**src/rtl/dvp_capture.sv**
```systemverilog
// DVP 8-bit camera capture to an RGB565 stream, with settle-frame skipping and line/frame size checks.
// Optional macro DVP_CAPTURE_PATTERN_EN replaces pixel data with 8 vertical colour bars.
module dvp_capture #(
    parameter logic [11:0] H_DISP      = 12'd1280,
    parameter logic [11:0] V_DISP      = 12'd720,
    parameter logic [3:0]  SKIP_FRAMES = 4'd10
) (
    input  logic        clk,
    input  logic        rst,
    input  logic        en,
    input  logic        cam_vsync,
    input  logic        cam_href,
    input  logic [7:0]  cam_data,
    output logic        vi_vs,
    output logic        vi_de,
    output logic [15:0] vi_data,
    output logic [7:0]  frame_cnt,
    output logic        line_err
);
    typedef enum logic [1:0] {IDLE, SKIP, RUN} state_t;
    state_t state, state_next;

    logic        vs1, href1, vs2, href2;
    logic [7:0]  data1, hi_byte;
    logic [3:0]  skip_cnt, skip_cnt_next;
    logic        toggle;
    logic [11:0] x_cnt, y_cnt, y_at_fs;
    logic        frame_start, href_fall, active, pair_done, x_err, y_err;
    logic [15:0] pixel;

    assign frame_start = vs1 & ~vs2;
    assign href_fall   = href2 & ~href1;
    assign active      = (state == RUN) && en;
    assign pair_done   = active && href1 && toggle;
    // A pending odd byte at line end also means the line had the wrong length.
    assign x_err       = active && href_fall && ((x_cnt != H_DISP) || toggle);
    assign y_at_fs     = (active && href_fall && (y_cnt != 12'hFFF)) ? y_cnt + 12'd1 : y_cnt;
    assign y_err       = active && frame_start && (y_at_fs != V_DISP);

    always_comb begin
        state_next    = state;
        skip_cnt_next = skip_cnt;
        if (!en) begin
            state_next = IDLE;
        end else if (frame_start) begin
            case (state)
                IDLE: begin
                    if (SKIP_FRAMES == 4'd0) begin
                        state_next = RUN;
                    end else begin
                        state_next    = SKIP;
                        skip_cnt_next = 4'd0;
                    end
                end
                SKIP: begin
                    if (skip_cnt == SKIP_FRAMES) state_next = RUN;
                    else skip_cnt_next = skip_cnt + 4'd1;
                end
                default: ;
            endcase
        end
    end

`ifdef DVP_CAPTURE_PATTERN_EN
    localparam logic [11:0] BAR_W = (H_DISP < 12'd8) ? 12'd1 : H_DISP / 12'd8;
    logic [11:0] bar;
    always_comb begin
        bar = x_cnt / BAR_W;
        case (bar)
            12'd0:   pixel = 16'hFFFF;
            12'd1:   pixel = 16'hFFE0;
            12'd2:   pixel = 16'h07FF;
            12'd3:   pixel = 16'h07E0;
            12'd4:   pixel = 16'hF81F;
            12'd5:   pixel = 16'hF800;
            12'd6:   pixel = 16'h001F;
            default: pixel = 16'h0000;
        endcase
    end
`else
    assign pixel = {hi_byte, data1};
`endif

    always_ff @(posedge clk) begin
        // NOTE: data-path registers are reset too, so no stale byte can leak out after rst.
        if (rst) begin
            vs1       <= 1'b0;
            href1     <= 1'b0;
            data1     <= 8'h00;
            vs2       <= 1'b0;
            href2     <= 1'b0;
            state     <= IDLE;
            skip_cnt  <= 4'd0;
            toggle    <= 1'b0;
            hi_byte   <= 8'h00;
            x_cnt     <= 12'd0;
            y_cnt     <= 12'd0;
            vi_vs     <= 1'b0;
            vi_de     <= 1'b0;
            vi_data   <= 16'h0000;
            frame_cnt <= 8'd0;
            line_err  <= 1'b0;
        end else begin
            vs1      <= cam_vsync;
            href1    <= cam_href;
            data1    <= cam_data;
            vs2      <= vs1;
            href2    <= href1;
            state    <= state_next;
            skip_cnt <= skip_cnt_next;

            vi_vs <= vs1 && (state_next == RUN);
            vi_de <= pair_done;
            if (pair_done) vi_data <= pixel;

            if (!active || href_fall) toggle <= 1'b0;
            else if (href1) toggle <= ~toggle;
            if (active && href1 && !toggle) hi_byte <= data1;

            if (!active || href_fall) x_cnt <= 12'd0;
            else if (pair_done && (x_cnt != 12'hFFF)) x_cnt <= x_cnt + 12'd1;

            if (!active || frame_start) y_cnt <= 12'd0;
            else if (href_fall && (y_cnt != 12'hFFF)) y_cnt <= y_cnt + 12'd1;

            if (frame_start && (state_next == RUN)) begin
                frame_cnt <= frame_cnt + 8'd1;
                line_err  <= x_err || y_err;
            end else if (x_err) begin
                line_err <= 1'b1;
            end
        end
    end
endmodule

```
**config.mk**
```make
export PLATFORM = sky130hd
export DESIGN_NAME = dvp_capture
export DESIGN_NICKNAME = d
export VERILOG_FILES = /design/src/rtl/dvp_capture.sv
export SDC_FILE = /design/constraint.sdc
export NUM_CORES = 1
export LEC_CHECK = 0
export CORE_MARGIN = 4
export CORE_UTILIZATION = 42
export CTS_CLUSTER_DIAMETER = 150
export DETAILED_ROUTE_END_ITERATION = 10
export GPL_TIMING_DRIVEN = 1
export HOLD_SLACK_MARGIN = 0.06
export SLEW_MARGIN = 20
export SYNTH_ARGS = -nofsm -noshare
export SYNTH_HDL_FRONTEND = slang
export SYNTH_SLANG_ARGS = --single-unit
```
**constraint.sdc**
```tcl
create_clock -name clk -period 5.1 [get_ports clk]
set_input_delay 1.275 -clock clk [delete_from_list [all_inputs] [get_ports clk]]
set_output_delay 1.275 -clock clk [all_outputs]
set_load 0.03 [all_outputs]
```
## Yosys cells after proc, flatten, opt, wreduce, memory -nomap -nowiden

Cells that the tools add are included.

| word-level totals | value |
|---|---|
| RAM bits | 0 |
| memory bits (read-only) | 0 |
| output and inout bits | 27 |
| bits in latches | 0 |
| bits of input ports | 13 |
| memories kept | 0 |
| flip-flop bits (word level) | 78 |

| cells by class | value |
|---|---|
| bitwise gates (word level) | 5 |
| magnitude comparators | 0 |
| shift-type cells | 0 |
| multipliers | 0 |
| equality and inequality tests | 9 |
| reduce and logical (&&, ||, !) cells | 25 |
| divide/modulo/power cells | 0 |
| muxes and demuxes | 9 |
| $add $sub $neg | 4 |

Operator list:

| kind | number |
|---|---|
| 12-bit by 1-bit adder with 12-bit output (second input constant) | 2 |
| 12-bit inequality test (second input constant) | 2 |
| 1-bit logical AND | 13 |
| 12-bit 2-to-1 mux | 1 |
| 12-bit by 10-bit inequality test with 1-bit output (second input constant) | 1 |
| 12-bit by 11-bit inequality test with 1-bit output (second input constant) | 1 |
| 8-bit by 1-bit adder with 8-bit output (second input constant) | 1 |
| 4-bit case mux with 2 select lines | 1 |
| 2-bit 2-to-1 mux | 3 |
| 4-bit by 1-bit adder with 4-bit output (second input constant) | 1 |
| 2-bit == test (second input constant) | 2 |
| 4-bit == test (second input constant) | 1 |
| 1-bit logical OR | 4 |
| 4-bit 2-to-1 mux | 1 |
| 2-bit case mux with 2 select lines | 1 |
| 4-bit AND reduction | 1 |
| 2-bit nonzero test | 2 |
| 2-bit OR reduction | 2 |
| 1-bit NOT | 3 |
| 1-bit AND | 2 |
| 2-bit by 1-bit == test with 1-bit output (second input constant) | 1 |
| 1-bit zero test | 2 |
| 2-bit zero test | 1 |
| 1-bit 2-to-1 mux | 2 |
| 2-bit inequality test (second input constant) | 1 |

## Depth between registers and ports, before layout

Gate-level depths: netlist of the first run.

| logic depth | value |
|---|---|
| depth in word-level cells | 9 |
| gate-level depth with buffers | 9 |
| depth with buffers taken out | 8 |

## Worst setup path before layout of the first run

OpenSTA, ideal clock, no wires.

| timing | value |
|---|---|
| path type | input to register |
| start point | input en |
| end point | register x_cnt[11] |
| path buffers | 1 |
| stages on the path | 7 |
| slack | 2.440 ns |
| arrival time | 2.590 ns |
| cell sequence | nand3b_1 -> or2_0 -> buf_6 -> a21oi_4 -> nand4_4 -> or3_1 -> a21oi_1 |

| between the ends | value |
|---|---|
| word-level cells in the longest chain between the ends | 4 |
| elaborated cells between the ends (all ways) | 7 |

RTL lines:

| element | line | text |
|---|---|---|
| start, declared | 10 | `input logic en,` |
| 1-bit logical AND (*) | 33 | `assign active = (state == RUN) && en;` |
| 1-bit zero test / 1-bit logical AND (equally long branches) | 120, 34 |  |
| 1-bit logical OR / 1-bit logical AND (equally long branches) | 120, 34 |  |
| 2-bit OR reduction (no source line) / 1-bit logical AND (equally long branches) | - |  |
| end signal, assigned | 121 | `else if (pair_done && (x_cnt != 12'hFFF)) x_cnt <= x_cnt + 12'd1;` |
| end, declared | 27 | `logic [11:0] x_cnt, y_cnt, y_at_fs;` |

Every way passes the cells marked *; elsewhere a longest branch is shown, timed or not.
A chain may end at the register's enable or synchronous reset.

## Final worst setup path of the first run

| timing | value |
|---|---|
| start point | input en |
| end point | register x_cnt[9] |

Same word-level chain as after synthesis.

==> impl_metrics.csv, run 1 <==
group,metric,value,unit
yosys,synth_ff_type,"dfxtp_1",
routing,firstDrtPassIters,4,
sta,period_minus_slack,3.36,ns
place,place_ws,1.16,ns
layout,nets,435,
setup_path,crit_arrival,3.63,ns
layout,multi_input_area,1660,sq um
sta,fin_tns_setup,0,ns
global_route,first_global_vias,2463,
pwr,p_sw,259,uW
clock_network,clock-sinks,78,
place,placed_cells,507,
pwr,clkPwrFrac,44.9,%
pwr,power_density,291,nW/um^2
clock_network,h-tree-depth,3,
layout,final_core_util,52.0,%
die,core-area,7730,sq um
yosys,yosysWarnings,0,
yosys,synth_edf_count,0,
routing,antenna_left,0,
yosys,synth_top_area_cell,"dfxtp_1",
yosys,netlist_area,3330,sq um
routing,drt_wl_total,6630,microns
flow_run,maxCapViolCount,0,
sta,min_period_over_period,65.8,%
layout,antenna_cells,0,
sta,drv_slew,0,
status,outcome,"finished, final reports clean",
sta,rsz0062_at_grt,"no",
setup_path,end_kind,"register",
layout,fin_cells,523,
setup_path,slowest_stage,"clkdlybuf4s50_1",
setup_path,cp-start-kind,"input pin",
layout,syn_to_final_growth,20.7,%
setup_path,max_stage_delay,0.60,ns
clock_network,cts_repair_resize_count,0,
global_route,grt_overflow_total,0,
routing,vias,2582,
yosys,synth_cell_types,42,
sta,tightest_slew,0.999,ns
global_route,grt_util_all_layers,14.7,%
global_route,grt_first_pass_wirelength,11500,microns
die,die_h,97,microns
yosys,synth_area_leaders,"dfxtp_1, nand2_1, nor2_1",
die,die_area,9410,sq um
layout,layout-drive-gt1-share,5.94,%
min_path,hold_class,"register to register",
sta,fmax,0.298,GHz
sta,hold_violations,0,
setup_path,critPathKind,"input pin to register",
layout,register_area,1560,sq um
place,place_hpwl,4570,microns
place,place_congestion,0.858,
yosys,syn_inst,382,
yosys,yosys-top-cells-count,"dfxtp_1, nand2_1, nor2_1, a21oi_1, xor2_1",
setup_path,worstPathCellList,"clkdlybuf4s50_1 > nand3b_1 > or2_1 > a21oi_4 > nand4_4 > or3_1 > a21oi_1",
yosys,ys_seq_elements,78,
yosys,synth_fp_nets,401,
routing,wl_per_cell,12.7,microns
sta,slew_headroom,33.1,%
clock_network,post_cts_buffers,0,
pwr,p_leak,0.00135,uW
clock_network,clk_latency,0.35,ns
die,ios,40,
global_route,antenna_found_initial,0,
clock_network,cts_tree,"yes",
sta,clock-skew-final,0.00605,ns
clock_network,ctsLongestPathBuffers,2,
routing,drt_first_iter_violations,85,
yosys,syn_area_per_cell,8.71,sq um
sta,setup_viol,0,
yosys,synthArstFlopShare,0,%
pwr,pwr-share-comb,2.4,%
pwr,ir_drop,0.170,mV
clock_network,cts_hold_buf,0,
sta,finalWorstSetupSlack,1.74,ns
die,start_util,43.1,%
die,core.rowCount,32,
pwr,netSwitchingFraction,22.1,%
routing,drc,0,
setup_path,crit_fanout,18,
yosys,synth_top_cell_area_share,46.9,%
pwr,p_seq_share,52.7,%
setup_path,cp.required,5.37,ns
global_route,grt_max_degree,50,
yosys,yosysMostFrequentCell,"dfxtp_1",
yosys,ys_seq_area_share,46.9,%
place,io_buffer_count,39,
die,die_w,97,microns
pwr,p_int,911,uW
clock_network,clk_pin_slew,0.09,ns
clock_network,clockRootBuffer,"clkbuf_8",
layout,final.fill_count,746,
sta,whs,0.453,ns
clock_network,cts_buffers,9,
routing,avgViaCountPerCell,4.94,
## path summary, 6_finish.rpt
path                    from         end  slack [ns]  cells past startpoint
setup reg to reg    state[1]    x_cnt[9]        2.84                      6
hold / removal    hi_byte[0]  vi_data[8]        0.45                      2
setup / recovery          en    x_cnt[9]        1.74                      7
hold reg to reg   hi_byte[0]  vi_data[8]        0.45                      2
## kinds of logic (layout without fill, tap and decap cells)
kind of cell | after synthesis | count (layout) | synth area share [%]
multiplexers | 14 | 14 | 4.21
flip-flops | 78 | 78 | 46.9
adder cells (fa/ha/maj) | 6 | 6 | 2.26
AO/OA/AOI/OAI | 42 | 42 | 7.78
AND/OR/NAND/NOR | 189 | 189 | 28.5
XOR/XNOR | 27 | 27 | 7.11
buffers and inverters | 26 | 65 | 3.16
## stage by stage
step / power, uW / area (sq um)
finish: 1170 / 4020
global route: 1220 / 4020
CTS: 1190 / 4020
detailed placement: 659 / 3780
global placement: 659 / 3780
floorplan: 646 / 3330
## area by class of cell
cell class	count	area share (%)
well taps	102	3.18
multi-input cells	278	41.4
repair buffers	41	10.1
clock buffers	9	3.09
flip-flops and latches	78	38.9
inverters	8	0.748
clock inverters	7	2.65
## power by group through the flow
stage,Combinational [uW],Sequential [uW],Clock [uW]
4_1_cts,28.1,617,544
3_5_place_dp,28.0,631,0
2_1_floorplan,15.3,630,0
3_3_place_gp,27.9,631,0
5_1_grt,30.8,618,567
6_report,27.7,617,526
## placed cells by master (no fill, tap or decap), types with 2 or more instances in the layout
cell type         n
dfxtp_1          78
nand2_1          59
nor2_1           52
clkdlybuf4s50_1  39
a21oi_1          25
xor2_1           19
nor2b_1          15
mux2i_1          14
nand4_1          13
clkbuf_8          9
inv_1             8
and3_1            8
xnor2_1           8
nand3_1           8
ha_1              6
nand2b_1          5
or3_1             5
o21ai_0           4
nor3b_1           3
nor4_1            3
nor3_1            3
o211ai_1          3
clkinv_4          3
a21oi_4           2
and4_1            2
a31oi_1           2
or4_1             2
nor4b_1           2
o22ai_1           2
bufinv_16         2
buf_4             2
## routing by layer
metal	share of wire [%]	global-route usage, %	vias to the layer above	wire length [microns]
met5	0	0	-	0
met1	51	20.2	1174	3380
met4	1.2	4.21	0	81
met2	43	21.8	44	2830
met3	5.0	5.12	7	333
li1	-	-	1357	-
## worst max-delay path, delay by kind of cell
family	cells	cell delay (ns)
AOI/OAI and AO/OA	2	0.50
and+or+nand+nor	4	1.25
buffers and inverters	1	0.60
## sequential cells by signal, summed over array words and instances, names as in the netlist
register	count
vi_data	16
vs2	1
frame_cnt	8
y_cnt	12
vi_vs	1
hi_byte	8
href1	1
x_cnt	12
href2	1
state	2
skip_cnt	4
vs1	1
vi_de	1
data1	8
line_err	1
toggle	1
No activity file was read; power rests on OpenSTA's default activity.
==> run 2, diff against run 1 <==
Clock period 5.1 ns to 3.16 ns, I/O delays scaled along.
==> run 2 against run 1 <==
  * Utilization about the same
  * Non-clock buffer count is 3 higher
  * Cell area about the same
  * Clock power grew 44%
  * Cell count rose by 0.57%
  * Sequential power rose by 61%
  * Total power up 54%
  * Sequential share of layout area is essentially flat
  * Via count increased by 2.5%
  * Count of clock-buffer cells in the layout is the same
  * Combinational power is 65% higher
  * Global-route usage decreased by 0.29 points
==> impl_metrics.csv, run 2 (synthesis results as in run 1) <==
group,metric,value,unit
status,outcome,"finished, final reports clean",
setup_path,crit_cells,7,
setup_path,critPathBufInv,1,
sta,setup_viol,0,
sta,tightest_slew,0.535,ns
flow_run,maxCapViolCount,0,
clock_network,clk_latency,0.34,ns
sta,finalWorstSetupSlack,0.575,ns
min_path,hold_path_depth,2,
setup_path,cp-start-kind,"input pin",
layout,layout-drive-gt1-share,6.60,%
sta,drv_slew,0,
die,core.rowCount,32,
die,ios,40,
setup_path,max_stage_delay,0.50,ns
sta,fin_tns_setup,0,ns
routing,drt_wl_total,6540,microns
setup_path,worstPathCellList,"clkdlybuf4s50_1 > nand3b_1 > or2_0 > a21oi_4 > nand4_4 > or3_1 > a21oi_1",
layout,regMostFlops,"vi_data",
pwr,netSwitchingFraction,22.9,%
die,core-area,7730,sq um
setup_path,r2r-start,"y_cnt[0]",
place,place_congestion,0.857,
global_route,first_global_vias,2537,
pwr,pwr-share-comb,2.5,%
clock_network,clockRootBuffer,"clkbuf_8",
sta,fmax,0.387,GHz
pwr,power_density,449,nW/um^2
sta,period_minus_slack,2.59,ns
global_route,grt_overflow_total,0,
layout,register_area,1560,sq um
setup_path,cp.required,3.43,ns
place,io_buffer_count,39,
sta,hold_violations,0,
pwr,p_leak,0.00135,uW
sta,rsz0062_at_grt,"no",
layout,layout_common_cells,"dfxtp_1, nand2_1, nor2_1",
clock_network,ctsLongestPathBuffers,2,
setup_path,slowest_stage,"clkdlybuf4s50_1",
setup_path,critPathTopFamily,"simple AND/OR/NAND/NOR gates",
layout,final_common_cell,"dfxtp_1",
place,place_ws,0.230,ns
layout,multi_input_area,1660,sq um
global_route,grt_util_all_layers,14.4,%
pwr,ir_drop,0.195,mV
place,placed_cells,510,
die,die_h,97,microns
setup_path,crit_fanout,7,
clock_network,cts_hold_buf,0,
die,start_util,43.1,%
setup_path,reg2reg_to,"y_cnt[4]",
layout,nets,438,
clock_network,clk_pin_slew,0.09,ns
global_route,grt_first_pass_wirelength,11500,microns
global_route,grt_max_degree,49,
setup_path,end_kind,"register",
pwr,p_int,1390,uW
layout,largest_reg_flops,16,
routing,vias,2646,
layout,final.fill_count,734,
min_path,hold_class,"register to register",
layout,antenna_cells,0,
clock_network,h-tree-depth,3,
layout,top_regs,"vi_data x16, x_cnt x12, y_cnt x12",
layout,fin_cells,526,
clock_network,clock-sinks,78,
pwr,p_seq_share,55.3,%
routing,antenna_left,0,
pwr,p_sw,413,uW
die,die_area,9410,sq um
pwr,clkPwrFrac,42.2,%
routing,drc,0,
routing,firstDrtPassIters,4,
clock_network,cts_tree,"yes",
sta,slew_headroom,64.2,%
sta,min_period_over_period,81.8,%
setup_path,rrSetupSlack,1.07,ns
clock_network,post_cts_buffers,0,
routing,drt_first_iter_violations,98,
routing,avgViaCountPerCell,5.03,
clock_network,cts_buffers,9,
min_path,hold-path-endpoint,"vi_data[8]",
setup_path,crit_arrival,2.85,ns
die,die_w,97,microns
sta,clock-skew-final,0.00779,ns
layout,syn_to_final_growth,20.6,%
setup_path,rr_worst_depth,7,
sta,whs,0.454,ns
min_path,min_from,"hi_byte[0]",
clock_network,cts_repair_resize_count,0,
setup_path,critPathKind,"input pin to register",
global_route,antenna_found_initial,0,
place,place_hpwl,4540,microns
pwr,power,1800,uW
routing,wl_per_cell,12.4,microns
run 2: cell types whose count changed in the layout (fill, tap and decap cells not counted):
cell        change
or2_1           -1
bufinv_16       -1
inv_8           -1
buf_4           +3
inv_6           +1
clkinvlp_4      +1
or2_0           +1
run 2: worst max-delay path by stage:
stage | start | slack (ns) | to
floorplan | en | 0.98 | x_cnt[11]
global placement | en | 0.28 | x_cnt[11]
detailed placement | en | 0.23 | x_cnt[11]
CTS | en | 0.58 | x_cnt[11]
global route | en | 0.48 | x_cnt[11]
finish | en | 0.57 | x_cnt[11]
run 2: layout make-up:
cell class | instances | area share (%)
Clock buffer | 9 | 3.09
Timing Repair Buffer | 44 | 10.7
Tap cell | 102 | 3.18
Multi-Input combinational cell | 278 | 41.4
Sequential cell | 78 | 38.9
Clock inverter | 7 | 2.03
Inverter | 8 | 0.748
run 2: worst reg2reg max path: stages, from the launching register on:
cell,delay (ns)
dfxtp_1,0.45
ha_1,0.43
nand4_1,0.20
nor3_1,0.33
nor2_1,0.21
nand4_1,0.15
xor2_1,0.15
nor2_1,0.05
run 2: routing by layer:
| metal | wire (microns) | GRT usage, % | vias to the layer above |
|---|---|---|---|
| li1 | - | - | 1373 |
| met1 | 3240 | 19.8 | 1214 |
| met2 | 2920 | 21.9 | 55 |
| met3 | 327 | 4.11 | 4 |
| met4 | 49 | 4.32 | 0 |
| met5 | 0 | 0 | - |
run 2: power groups by stage:
stage               combinational (uW)  clock, uW  sequential [uW]
floorplan                         24.6          0             1020
global placement                  46.4          0             1020
detailed placement                46.5          0             1020
CTS                               46.5        787              996
global route                      51.2        831              997
finish                            45.8        760              996
run 2: metrics by stage:
stage          area [sq um]  util (%)
2_1_floorplan          3330         -
3_3_place_gp           3810      49.3
3_5_place_dp           3810      49.3
4_1_cts                4010      51.9
5_1_grt                4010      51.9
6_report               4010      51.9
